==> src/rtl/btn_pkg.sv <==
// Shared constants, types and helpers for the push-button front end.
package btn_pkg;

  localparam int DEB_10MS = 1_000_000;
  localparam int LONG_1S  = 100_000_000;

  typedef struct packed {
    logic level;
    logic rise;
    logic fall;
    logic long_press;
    logic led;
  } chan_out_t;

  // Bits needed to hold values 0..value-1; never less than one bit.
  function automatic int clog2(input int value);
    int w;
    int v;
    w = 0;
    v = value - 1;
    while (v > 0) begin
      w = w + 1;
      v = v >> 1;
    end
    if (w < 1) w = 1;
    return w;
  endfunction

endpackage

==> src/rtl/btn_chan.sv <==
// One button channel: 2-flop synchroniser, counter debounce, edge pulses,
// long-press detector and toggle latch. Every output is a flop.
module btn_chan
  import btn_pkg::*;
#(
  parameter int DEBOUNCE_CYCLES = DEB_10MS,
  parameter int LONG_CYCLES     = LONG_1S,
  parameter int TOGGLE_ON_LONG  = 0
) (
  input  logic      clk,
  input  logic      srst,
  input  logic      btn,
  input  logic      clr_toggle,
  output chan_out_t status
);

  localparam int CNT_W  = clog2(DEBOUNCE_CYCLES);
  localparam int HOLD_W = clog2(LONG_CYCLES + 1);
  localparam logic [CNT_W-1:0]  CNT_LAST  = CNT_W'(DEBOUNCE_CYCLES - 1);
  localparam logic [HOLD_W-1:0] HOLD_MAX  = HOLD_W'(LONG_CYCLES);
  localparam logic [HOLD_W-1:0] HOLD_LAST = HOLD_W'(LONG_CYCLES - 1);

  logic              s1_q, s2_q;
  logic [CNT_W-1:0]  cnt_q, cnt_d;
  logic [HOLD_W-1:0] hold_q, hold_d;
  logic              level_q, level_d;
  logic              rise_q, rise_d;
  logic              fall_q, fall_d;
  logic              long_q, long_d;
  logic              led_q, led_d;
  logic              toggle_ev;

  always_comb begin
    cnt_d   = cnt_q;
    hold_d  = hold_q;
    level_d = level_q;
    rise_d  = 1'b0;
    fall_d  = 1'b0;
    long_d  = 1'b0;
    led_d   = led_q;

    if (s2_q == level_q) begin
      cnt_d = '0;
    end else if (cnt_q == CNT_LAST) begin
      level_d = s2_q;
      cnt_d   = '0;
      rise_d  = s2_q;
      fall_d  = ~s2_q;
    end else begin
      cnt_d = cnt_q + 1'b1;
    end

    // Saturating at LONG_CYCLES makes the pulse fire only once per press.
    if (rise_d) begin
      hold_d = '0;
    end else if (level_q && (hold_q != HOLD_MAX)) begin
      hold_d = hold_q + 1'b1;
      long_d = (hold_q == HOLD_LAST);
    end

    toggle_ev = (TOGGLE_ON_LONG != 0) ? long_d : rise_d;
    if (clr_toggle) begin
      led_d = 1'b0;
    end else if (toggle_ev) begin
      led_d = ~led_q;
    end
  end

  always_ff @(posedge clk) begin
    if (srst) begin
      s1_q    <= 1'b0;
      s2_q    <= 1'b0;
      cnt_q   <= '0;
      hold_q  <= '0;
      level_q <= 1'b0;
      rise_q  <= 1'b0;
      fall_q  <= 1'b0;
      long_q  <= 1'b0;
      led_q   <= 1'b0;
    end else begin
      s1_q    <= btn;
      s2_q    <= s1_q;
      cnt_q   <= cnt_d;
      hold_q  <= hold_d;
      level_q <= level_d;
      rise_q  <= rise_d;
      fall_q  <= fall_d;
      long_q  <= long_d;
      led_q   <= led_d;
    end
  end

  assign status.level      = level_q;
  assign status.rise       = rise_q;
  assign status.fall       = fall_q;
  assign status.long_press = long_q;
  assign status.led        = led_q;

endmodule

==> src/rtl/btn_toggle_multi.sv <==
// Multi-channel push-button front end: N_CH independent btn_chan instances
// taking raw asynchronous buttons straight from the board.
module btn_toggle_multi
  import btn_pkg::*;
#(
  parameter int N_CH            = 4,
  parameter int DEBOUNCE_CYCLES = DEB_10MS,
  parameter int LONG_CYCLES     = LONG_1S,
  parameter int TOGGLE_ON_LONG  = 0
) (
  input  logic            clk_100Mhz,
  input  logic            rst,
  input  logic [N_CH-1:0] btn,
  input  logic [N_CH-1:0] clr_toggle,
  output logic [N_CH-1:0] btn_level,
  output logic [N_CH-1:0] btn_rise,
  output logic [N_CH-1:0] btn_fall,
  output logic [N_CH-1:0] long_press,
  output logic [N_CH-1:0] led
);

  for (genvar gi = 0; gi < N_CH; gi++) begin : g_chan
    chan_out_t status;

    btn_chan #(
      .DEBOUNCE_CYCLES(DEBOUNCE_CYCLES),
      .LONG_CYCLES    (LONG_CYCLES),
      .TOGGLE_ON_LONG (TOGGLE_ON_LONG)
    ) u_chan (
      .clk       (clk_100Mhz),
      .srst      (rst),
      .btn       (btn[gi]),
      .clr_toggle(clr_toggle[gi]),
      .status    (status)
    );

    assign btn_level[gi]  = status.level;
    assign btn_rise[gi]   = status.rise;
    assign btn_fall[gi]   = status.fall;
    assign long_press[gi] = status.long_press;
    assign led[gi]        = status.led;
  end

endmodule
==> config.mk <==
export PLATFORM = sky130hd
export DESIGN_NAME = btn_toggle_multi
export DESIGN_NICKNAME = d
export VERILOG_FILES = /design/src/rtl/btn_pkg.sv /design/src/rtl/btn_chan.sv /design/src/rtl/btn_toggle_multi.sv
export SDC_FILE = /design/constraint.sdc
export NUM_CORES = 1
export LEC_CHECK = 0
export BUFFER_PORTS_ARGS = -buffer_cell sky130_fd_sc_hd__buf_2
export CAP_MARGIN = 5
export CORE_AREA = 5 5 175 177
export CTS_BUF_LIST = sky130_fd_sc_hd__clkbuf_2
export DETAILED_ROUTE_END_ITERATION = 8
export DIE_AREA = 0 0 180 182
export SYNTH_ARGS = -nofsm -noshare
export SYNTH_HDL_FRONTEND = slang
export SYNTH_HIERARCHICAL = 1
export SYNTH_SLANG_ARGS = --single-unit
==> constraint.sdc <==
create_clock -name clk_100Mhz -period 6.7 [get_ports clk_100Mhz]
set_clock_uncertainty 0.15 [all_clocks]
set_input_delay 0.335 -clock clk_100Mhz [delete_from_list [all_inputs] [get_ports clk_100Mhz]]
set_output_delay 0.335 -clock clk_100Mhz [all_outputs]
set_load 0.01 [all_outputs]
==> impl_metrics.json, run 1 <==
{
  "outcome": "finished, final reports clean",
  "tritoncts": "yes",
  "root_buffer": "clkbuf_2",
  "cts_setup_buffers": 0,
  "clock_latency_ns": 0.82,
  "dieHeight_um": 182,
  "place_inst": 1476,
  "post_synth_num_cell_types": 39,
  "cp_top_family": "simple AND/OR/NAND/NOR gates",
  "dr.max_layer_used": "met4",
  "clockBufferDepth": 3,
  "fin_cells": 1601,
  "ys_seq_elements": 216,
  "final_core_util_pct": 37.36,
  "io_pins": 30,
  "cts_max_level": 2,
  "drt_iter0_markers": 371,
  "vias": 7587,
  "setup_viol": 0,
  "arrival_ns": 3.44,
  "worst-slew-pin-transition_ns": 1.040,
  "wl_mm": 18.94,
  "numCtsBuffers": 59,
  "grt-ovfl-total": 0,
  "synth_ff_type": "dfxtp_1",
  "drc": 0,
  "synth.top_cells.by_count": "dfxtp_1, nor2_1, xor2_1, nand3_1, xnor2_1",
  "cp_slowest_cell": "or2_1",
  "layout_min_cycle_time_ns": 2.937,
  "areaGrowthSynthToFinish_pct": 9.715,
  "post_drt_wl_per_cell_um": 11.83,
  "cts-hold-fix-buffers": 21,
  "firstDrtPassIters": 4,
  "regArea_um2": 4324,
  "hold_viol": 0,
  "synth.avg_cell_area_um2": 8.971,
  "routed-wl-met2_mm": 8.264,
  "worstPathCellList": "or4b_1 > or4_4 > nor3_2 > or2_1 > nor3_1",
  "maxSlewViolCount": 0,
  "layout.nets": 1190,
  "yosysTopAreaCell": "dfxtp_1",
  "grt_pass1_vias": 7314,
  "via_per_inst": 4.739,
  "rsz0062_at_grt": "false",
  "drtAntennaViolNets": 0,
  "setup_tns_ns": 0,
  "fill_cells": 2964,
  "grt_pass1_wl_mm": 33.31,
  "worstPathRequired_ns": 7.20,
  "multi_input_area_um2": 5050,
  "antenna_found_initial": 1,
  "maxCapViolCount": 0,
  "synth.most_common_cell": "dfxtp_1",
  "p_leak_nw": 3.758,
  "clkTransAtPathRegs_ns": 0.10,
  "max_freq_ghz": 0.3405,
  "synth.area.top_cells": "dfxtp_1, xor2_1, nor2_1",
  "cp-start-kind": "flop",
  "vdd_drop_max_v": 0.00008372,
  "grt_max_degree": 33,
  "die_w_um": 180,
  "yosysSeqAreaShare_pct": 43.66,
  "dieArea_um2": 32760,
  "p_per_area_nw_per_um2": 205.4,
  "synth-edff-count": 0,
  "preCtsSetupSlack_ns": 3.801,
  "synth.top_cell.area_share_pct": 43.66,
  "worst-setup-path-type": "flop to flop",
  "cts_resized": 0,
  "clock_sinks": 216,
  "yosys_warnings": 6,
  "max_slew_margin_pct": 30.68,
  "syn_inst": 1104,
  "synth_area_um2": 9904,
  "synthArstFlopShare_pct": 0,
  "crit_path_max_incr_delay_ns": 0.83,
  "dr_wl_met3_um": 945,
  "dp_hpwl_mm": 12.00,
  "placementRows": 63,
  "core_um2": 29090,
  "io_buffers": 29,
  "place_congestion": 0.7444,
  "post-route-period-util_pct": 43.84,
  "setup_slack_ns": 3.763,
  "met1_length_mm": 9.241,
  "layout-drive-gt1-share_pct": 14.30,
  "path_buf_inv": 0,
  "end_kind": "flop",
  "initial_core_util_pct": 34.05,
  "syn-num-nets": 1126,
  "worstPathMaxFanout": 28,
  "hp-class": "flop to flop",
  "track_usage_pct": 11.51
}
==> layer usage <==
layer	up-vias	GRT usage, %
li1	3942	-
met1	3477	14.92
met2	129	18.13
met3	39	3.405
met4	0	4.450
met5	-	0
==> path summary, 6_finish.rpt <==
path / start / to / slack (ns) / depth (start not counted)
hold / removal: g_chan[2].u_chan/s1_q$_SDFF_PP0_ / g_chan[2].u_chan/s2_q$_SDFF_PP0_ / 0.28 / 1
setup / recovery: g_chan[1].u_chan/cnt_q[11]$_SDFF_PP0_ / g_chan[1].u_chan/long_q$_SDFF_PP0_ / 3.76 / 5
hold reg to reg: g_chan[2].u_chan/s1_q$_SDFF_PP0_ / g_chan[2].u_chan/s2_q$_SDFF_PP0_ / 0.28 / 1
setup reg to reg: g_chan[1].u_chan/cnt_q[11]$_SDFF_PP0_ / g_chan[1].u_chan/long_q$_SDFF_PP0_ / 3.76 / 5
==> flip-flops by register name, summed over array words and instances (netlist names) <==
register and flops:
g_chan.u_chan/long_q 4, g_chan.u_chan/rise_q 4, g_chan.u_chan/led_q 4, g_chan.u_chan/cnt_q 80, g_chan.u_chan/level_q 4, g_chan.u_chan/s2_q 4, g_chan.u_chan/s1_q 4, g_chan.u_chan/hold_q 108
g_chan.u_chan/fall_q 4
==> final cells by class <==
cell class / instances / area share [%]
Tap cell: 390 / 4.490
Multi-Input combinational cell: 812 / 46.47
Inverter: 24 / 0.8290
Sequential cell: 216 / 39.79
Antenna cell: 1 / 0.02303
Timing Repair Buffer: 55 / 3.615
Clock buffer: 83 / 3.823
Clock inverter: 20 / 0.9557
==> logic make-up after synthesis <==
kind of cell,synth area share (%)
AOI/OAI and AO/OA,2.527
xor gates and xnor gates,14.50
adders and majority gates,1.516
buffers and inverters,5.356
DFF,43.66
muxes,0.8085
and+or+nand+nor,31.63
==> where the power goes <==
part	total, W	switching [W]	internal, W
registers	0.00129	0.00000181	0.00129
logic	0.0000349	0.0000225	0.0000124
clock network	0.000909	0.000538	0.000372
==> cell usage in the layout (no fill, tap or decap), drive strengths merged, types with 8 or more instances in the layout <==
| cell | n |
|---|---|
| a21oi | 20 |
| and3 | 32 |
| and4 | 28 |
| buf | 34 |
| clkbuf | 83 |
| clkinv | 18 |
| dfxtp | 216 |
| dlygate4sd3 | 21 |
| ha | 12 |
| inv | 25 |
| mux2i | 8 |
| nand2 | 56 |
| nand3 | 80 |
| nand4 | 56 |
| nor2 | 212 |
| nor2b | 8 |
| nor3 | 32 |
| nor4 | 20 |
| o21ai | 8 |
| o31ai | 12 |
| or2 | 12 |
| or2b | 8 |
| or3 | 16 |
| or4 | 12 |
| xnor2 | 72 |
| xor2 | 92 |
==> worst reg2reg max path, cell delays in order, from the launching register on <==
cell and delay (ns):
dfxtp_1 0.36, or4b_1 0.54, or4_4 0.54, nor3_2 0.19, or2_1 0.83, nor3_1 0.16
==> stage by stage <==
stage          power, W  hold WS [ns]  cell area [µm²]
2_1_floorplan  0.001342        0.2566             9905
3_3_place_gp   0.001345        0.2769            10130
3_5_place_dp   0.001345        0.2799            10130
4_1_cts        0.002297        0.2794            10860
5_1_grt        0.002375        0.3295            10870
6_report       0.002232        0.2762            10870
Power figures use the tool's default switching activity.
==> run 2: changes to the inputs <==
Clock period 6.7 ns to 2.8 ns, I/O delays scaled along.
==> run 2 against run 1 <==
Global-route usage down 0.18 points. Non-clock buffer count increased by 7. Via count is essentially flat. Die area unchanged. Critical endpoint is now g_chan[2].u_chan/led_q$_SDFFE_PP0P_. Worst hold slack lost 0.020 ns. Fmax rose by 11%. Worst setup slack got worse by 3.6 ns. Combinational power increased to 2.7 times the previous value. Final cell count is 0.44% higher. Critical path depth is 1 higher. Sequential power rose by 140%.
==> impl_metrics.json, run 2 (synthesis results as in run 1) <==
{
  "cp-start-kind": "flop",
  "whs_path_depth": 3,
  "netSwitchingPower_w": 0.001336,
  "clockBufferDepth": 3,
  "arrival_ns": 3.19,
  "post_drt_wl_per_cell_um": 11.55,
  "p_leak_nw": 3.816,
  "ff2ff_path_depth": 6,
  "largest_reg_flops": 108,
  "max_freq_ghz": 0.3787,
  "die_w_um": 180,
  "layout_min_cycle_time_ns": 2.641,
  "wl_mm": 18.58,
  "dp_hpwl_mm": 12.02,
  "r2r_setup_slack_ns": 0.16,
  "hp-class": "input port to flop",
  "tritoncts": "yes",
  "max_slew_margin_pct": 51.90,
  "maxSlewViolCount": 0,
  "fill_cells": 2970,
  "drtAntennaViolNets": 0,
  "vias": 7593,
  "core_um2": 29090,
  "io_buffers": 29,
  "worst_r2r_startpoint": "g_chan[2].u_chan/cnt_q[11]$_SDFF_PP0_",
  "hold_end": "g_chan[2].u_chan/level_q$_SDFFE_PP0P_",
  "post-route-period-util_pct": 94.32,
  "multi_input_area_um2": 5056,
  "power.total_w": 0.005418,
  "placementRows": 63,
  "setup_viol": 0,
  "vdd_drop_max_v": 0.0002628,
  "p_per_area_nw_per_um2": 492.9,
  "crit_path_start": "g_chan[2].u_chan/cnt_q[11]$_SDFF_PP0_",
  "io_pins": 30,
  "drt_iter0_markers": 369,
  "grt_pass1_vias": 7350,
  "fin_cells": 1608,
  "final_core_util_pct": 37.79,
  "layout-drive-gt1-share_pct": 14.38,
  "place_congestion": 0.7765,
  "numCtsBuffers": 57,
  "track_usage_pct": 11.33,
  "clock_latency_ns": 0.82,
  "initial_core_util_pct": 34.05,
  "grt_max_degree": 33,
  "clkTransAtPathRegs_ns": 0.10,
  "final_common_cell": "dfxtp_1",
  "worst-slew-pin-transition_ns": 0.7172,
  "firstDrtPassIters": 4,
  "final_cell_mix": "dfxtp_1, nor2_1, xor2_1",
  "antenna_found_initial": 1,
  "via_per_inst": 4.722,
  "layout.nets": 1195,
  "dieArea_um2": 32760,
  "rsz0062_at_grt": "false",
  "outcome": "finished, final reports clean",
  "maxCapViolCount": 0,
  "worstPathMaxFanout": 5,
  "areaGrowthSynthToFinish_pct": 10.98,
  "setup_tns_ns": 0,
  "dieHeight_um": 182,
  "end_kind": "flop",
  "swShare_pct": 24.65,
  "regArea_um2": 4324,
  "drc": 0,
  "holdCritStartpoint": "rst",
  "p_clk_share_pct": 41.4,
  "grt_pass1_wl_mm": 33.05,
  "top_register": "g_chan.u_chan/hold_q",
  "clock_sinks": 216,
  "reg2reg_to": "g_chan[2].u_chan/led_q$_SDFFE_PP0P_",
  "grt-ovfl-total": 0,
  "cts_max_level": 2,
  "pwr-share-comb_pct": 1.7,
  "seqPwrFrac_pct": 56.9,
  "top_regs": "g_chan.u_chan/hold_q x108, g_chan.u_chan/cnt_q x80",
  "place_inst": 1479,
  "worst-setup-path-type": "flop to flop",
  "worstPathRequired_ns": 3.35,
  "p_int_w": 0.004083,
  "hold_viol": 0,
  "root_buffer": "clkbuf_2"
}
[run 2: changes by cell type in the layout (fill, tap and decap cells not counted)]
| cell | delta |
|---|---|
| buf_12 | +2 |
| nor3_2 | -1 |
| bufinv_16 | +1 |
| nor3_4 | +1 |
| clkinv_4 | +1 |
| clkinv_1 | +1 |
| dlygate4sd3_1 | +4 |
| inv_2 | -1 |
| clkbuf_2 | -3 |
| clkinvlp_4 | +1 |
| buf_4 | +1 |
[run 2: worst max-delay path: stages, from the launching register on]
cell	delay, ns
dfxtp_1	0.36
or4b_1	0.54
or4_4	0.54
nor3_4	0.15
xnor2_1	0.14
nor3_1	0.06
dlygate4sd3_1	0.58
[run 2: worst max-delay path by stage]
stage | to | slack (ns)
2_1_floorplan | g_chan[0].u_chan/cnt_q[10]$_SDFF_PP0_ | 0.56
3_3_place_gp | g_chan[3].u_chan/long_q$_SDFF_PP0_ | 0.41
3_5_place_dp | g_chan[3].u_chan/long_q$_SDFF_PP0_ | 0.40
4_1_cts | g_chan[2].u_chan/led_q$_SDFFE_PP0P_ | 0.13
5_1_grt | g_chan[2].u_chan/led_q$_SDFFE_PP0P_ | 0.01
6_report | g_chan[2].u_chan/led_q$_SDFFE_PP0P_ | 0.16
[run 2: power by group through the flow]
| stage | logic (W) | registers (W) | clock network [W] |
|---|---|---|---|
| 6_report | 0.0000944 | 0.00308 | 0.00224 |
| 5_1_grt | 0.000105 | 0.00308 | 0.00256 |
| 4_1_cts | 0.0000967 | 0.00308 | 0.00239 |
| 3_5_place_dp | 0.0000741 | 0.00315 | 0 |
| 3_3_place_gp | 0.0000739 | 0.00315 | 0 |
| 2_1_floorplan | 0.0000596 | 0.00315 | 0 |
[run 2: timing repair]
action | 4_1_cts | 5_1_grt
buffers inserted | 0 | 0
resized for setup | 0 | 1
hold endpoints to repair | 26 | 0
endpoints found under the setup margin | 0 | 1
hold buffers | 25 | 0
[run 2: metrics by stage]
| stage | worst slack, ns | hold WS [ns] | instance area, µm² |
|---|---|---|---|
| after floorplan | 0.5639 | 0.06161 | 9905 |
| after global placement | 0.4102 | 0.1529 | 10180 |
| after detailed placement | 0.4032 | 0.1528 | 10180 |
| after CTS | 0.1283 | 0.1350 | 10980 |
| after global routing | 0.01494 | 0.1928 | 10990 |
| final | 0.1592 | 0.2566 | 10990 |
[run 2: final cells by class]
| type | instances | share of cell area (%) |
|---|---|---|
| Timing Repair Buffer | 62 | 4.371 |
| Sequential cell | 216 | 39.34 |
| Clock buffer | 80 | 3.643 |
| Clock inverter | 23 | 1.366 |
| Multi-Input combinational cell | 812 | 46.00 |
| Tap cell | 390 | 4.439 |
| Inverter | 24 | 0.8196 |
| Antenna cell | 1 | 0.02277 |
[run 2: layer usage]
metal / global-route usage, % / vias up / wire (µm)
met5: 0 / - / 0
met4: 4.389 / 0 / 324
met3: 3.125 / 28 / 800
met2: 18.19 / 87 / 8424
met1: 14.54 / 3504 / 9029
li1: - / 3974 / -
==> run 3: changes to the inputs <==
--- a/config.mk
+++ b/config.mk
@@ -9,7 +9,8 @@
 export CAP_MARGIN = 5
 export CORE_AREA = 5 5 175 177
-export CTS_BUF_LIST = sky130_fd_sc_hd__clkbuf_2
+export CTS_BUF_LIST = sky130_fd_sc_hd__clkbuf_8
 export DETAILED_ROUTE_END_ITERATION = 8
 export DIE_AREA = 0 0 180 182
+export SLEW_MARGIN = 40
 export SYNTH_ARGS = -nofsm -noshare
 export SYNTH_HDL_FRONTEND = slang
==> constraint.sdc (replaced) <==
create_clock -name clk_100Mhz -period 2.8 [get_ports clk_100Mhz]
set_clock_uncertainty 0.15 [all_clocks]
set_input_delay 0.42 -clock clk_100Mhz [delete_from_list [all_inputs] [get_ports clk_100Mhz]]
set_output_delay 0.42 -clock clk_100Mhz [all_outputs]
set_load 0.01 [all_outputs]
==> run 3 against run 2 <==
Sequential share of layout area down 0.75 points. Via count is 2.2% lower. Power up 21%. Fmax up 11%. Worst setup slack improved by 0.25 ns. Clock power up 52%. Sequential power barely moved. Register-to-register slack gained 0.25 ns. Non-clock buffer count fell by 17. First-iteration DRC count rose by 1.6%. Critical path type unchanged.
==> impl_metrics.json, run 3 (synthesis results as in run 1) <==
{
  "outcome": "finished, final reports clean",
  "die_w_um": 180,
  "cts_resized": 0,
  "worstSetupPathDepth": 5,
  "tritoncts": "yes",
  "areaGrowthSynthToFinish_pct": 13.13,
  "drc": 0,
  "grt_pass1_wl_mm": 32.60,
  "cp_slowest_cell": "or4b_1",
  "setup_viol": 0,
  "ff2ff_path_depth": 5,
  "place_congestion": 0.7765,
  "antennaDiodeCount": 0,
  "dp_hpwl_mm": 12.02,
  "grt_pass1_vias": 7081,
  "wl_mm": 18.50,
  "worst_r2r_startpoint": "g_chan[2].u_chan/cnt_q[11]$_SDFF_PP0_",
  "p_leak_nw": 3.820,
  "placed_cell_area_um2": 10180,
  "firstDrtPassIters": 4,
  "clock_sinks": 216,
  "worstPathRequired_ns": 3.05,
  "root_buffer": "clkbuf_8",
  "numCtsBuffers": 40,
  "clock_latency_ns": 0.52,
  "r2r_setup_slack_ns": 0.41,
  "final_cell_mix": "dfxtp_1, nor2_1, xor2_1",
  "io_pins": 30,
  "top_register": "g_chan.u_chan/hold_q",
  "dieHeight_um": 182,
  "setup_tns_ns": 0,
  "layout-drive-gt1-share_pct": 13.32,
  "drt_iter0_markers": 375,
  "dieArea_um2": 32760,
  "grt-ovfl-total": 0,
  "crit_path_start": "g_chan[2].u_chan/cnt_q[11]$_SDFF_PP0_",
  "worstSetupEndpoint": "g_chan[2].u_chan/cnt_q[18]$_SDFF_PP0_",
  "grt_max_degree": 33,
  "final_core_util_pct": 38.52,
  "arrival_ns": 2.64,
  "io_buffers": 29,
  "max_freq_ghz": 0.4191,
  "layout_min_cycle_time_ns": 2.386,
  "final_common_cell": "dfxtp_1",
  "top_regs": "g_chan.u_chan/hold_q x108, g_chan.u_chan/cnt_q x80",
  "end_kind": "flop",
  "hp-class": "flop to flop",
  "hold_viol": 0,
  "placementRows": 63,
  "reg2reg_to": "g_chan[2].u_chan/cnt_q[18]$_SDFF_PP0_",
  "maxSlewViolCount": 0,
  "vias": 7425,
  "layout.nets": 1161,
  "initial_core_util_pct": 34.05,
  "vdd_drop_max_v": 0.0002612,
  "path_buf_inv": 0,
  "core_um2": 29090,
  "largest_reg_flops": 108,
  "cts_setup_buffers": 0,
  "worstPathCellList": "or4b_1 > or4_4 > or2_0 > nand2_4 > nor2_1",
  "clkTransAtPathRegs_ns": 0.06,
  "post_drt_wl_per_cell_um": 11.85,
  "power.total_w": 0.006581,
  "cp_top_family": "simple AND/OR/NAND/NOR gates",
  "cts-hold-fix-buffers": 8,
  "track_usage_pct": 11.22,
  "worst-setup-path-type": "flop to flop",
  "rsz0062_at_grt": "false",
  "worst-slew-pin-transition_ns": 0.7358,
  "design_area_um2": 11200,
  "antenna_found_initial": 0,
  "p_per_area_nw_per_um2": 587.4,
  "cts_max_level": 2,
  "post-route-period-util_pct": 85.21,
  "via_per_inst": 4.757,
  "max_slew_margin_pct": 50.65,
  "worstPathMaxFanout": 19,
  "cp-start-kind": "flop",
  "clockBufferDepth": 3,
  "maxCapViolCount": 0,
  "fill_cells": 2917,
  "crit_path_max_incr_delay_ns": 0.54,
  "drtAntennaViolNets": 0
}
run 3: report_power, final:
group          internal [W]  switching [W]
Sequential          0.00308     0.00000423
Clock               0.00210        0.00132
Combinational     0.0000281      0.0000528
Total               0.00521        0.00137
run 3: worst min-delay path by stage:
stage | start | end | slack (ns) | depth (start not counted)
floorplan | g_chan[0].u_chan/s1_q$_SDFF_PP0_ | g_chan[0].u_chan/s2_q$_SDFF_PP0_ | 0.26 | 1
global placement | g_chan[1].u_chan/s1_q$_SDFF_PP0_ | g_chan[1].u_chan/s2_q$_SDFF_PP0_ | 0.27 | 1
detailed placement | g_chan[3].u_chan/s1_q$_SDFF_PP0_ | g_chan[3].u_chan/s2_q$_SDFF_PP0_ | 0.27 | 1
CTS | rst | g_chan[2].u_chan/level_q$_SDFFE_PP0P_ | 0.25 | 2
global route | rst | g_chan[2].u_chan/level_q$_SDFFE_PP0P_ | 0.29 | 2
finish | g_chan[1].u_chan/s1_q$_SDFF_PP0_ | g_chan[1].u_chan/s2_q$_SDFF_PP0_ | 0.28 | 1
run 3: worst register-to-register path, delay by kind of cell, from the launching register on:
family,cells,cell delay [ns]
simple gates,5,1.76
flops,1,0.35
run 3: area by class of cell:
type	count	area (µm²)	share of cell area [%]
clock inverter	20	198.9	1.776
inverter	24	90.09	0.8040
multi-input combinational	812	5050	45.07
sequential	216	4324	38.59
tap	390	488.0	4.355
timing repair buffer	45	310.3	2.769
clock buffer	54	743.2	6.633
run 3: per-layer routing:
layer  part of all wire [%]  track usage (%)  vias up
met5                      0                0        -
met4                    2.1            3.688        0
met3                    4.0            2.885       31
met2                     44            17.89       93
met1                     50            14.89     3431
li1                       -                -     3870
run 3: through the flow:
stage,instances,hold WS (ns),setup slack (ns)
after CTS,1561,0.2464,0.3928
after global placement,1479,0.2697,0.4102
final,1561,0.2837,0.4141
after global routing,1561,0.2899,0.3001
after floorplan,1104,0.2638,0.5639
after detailed placement,1479,0.2727,0.4032
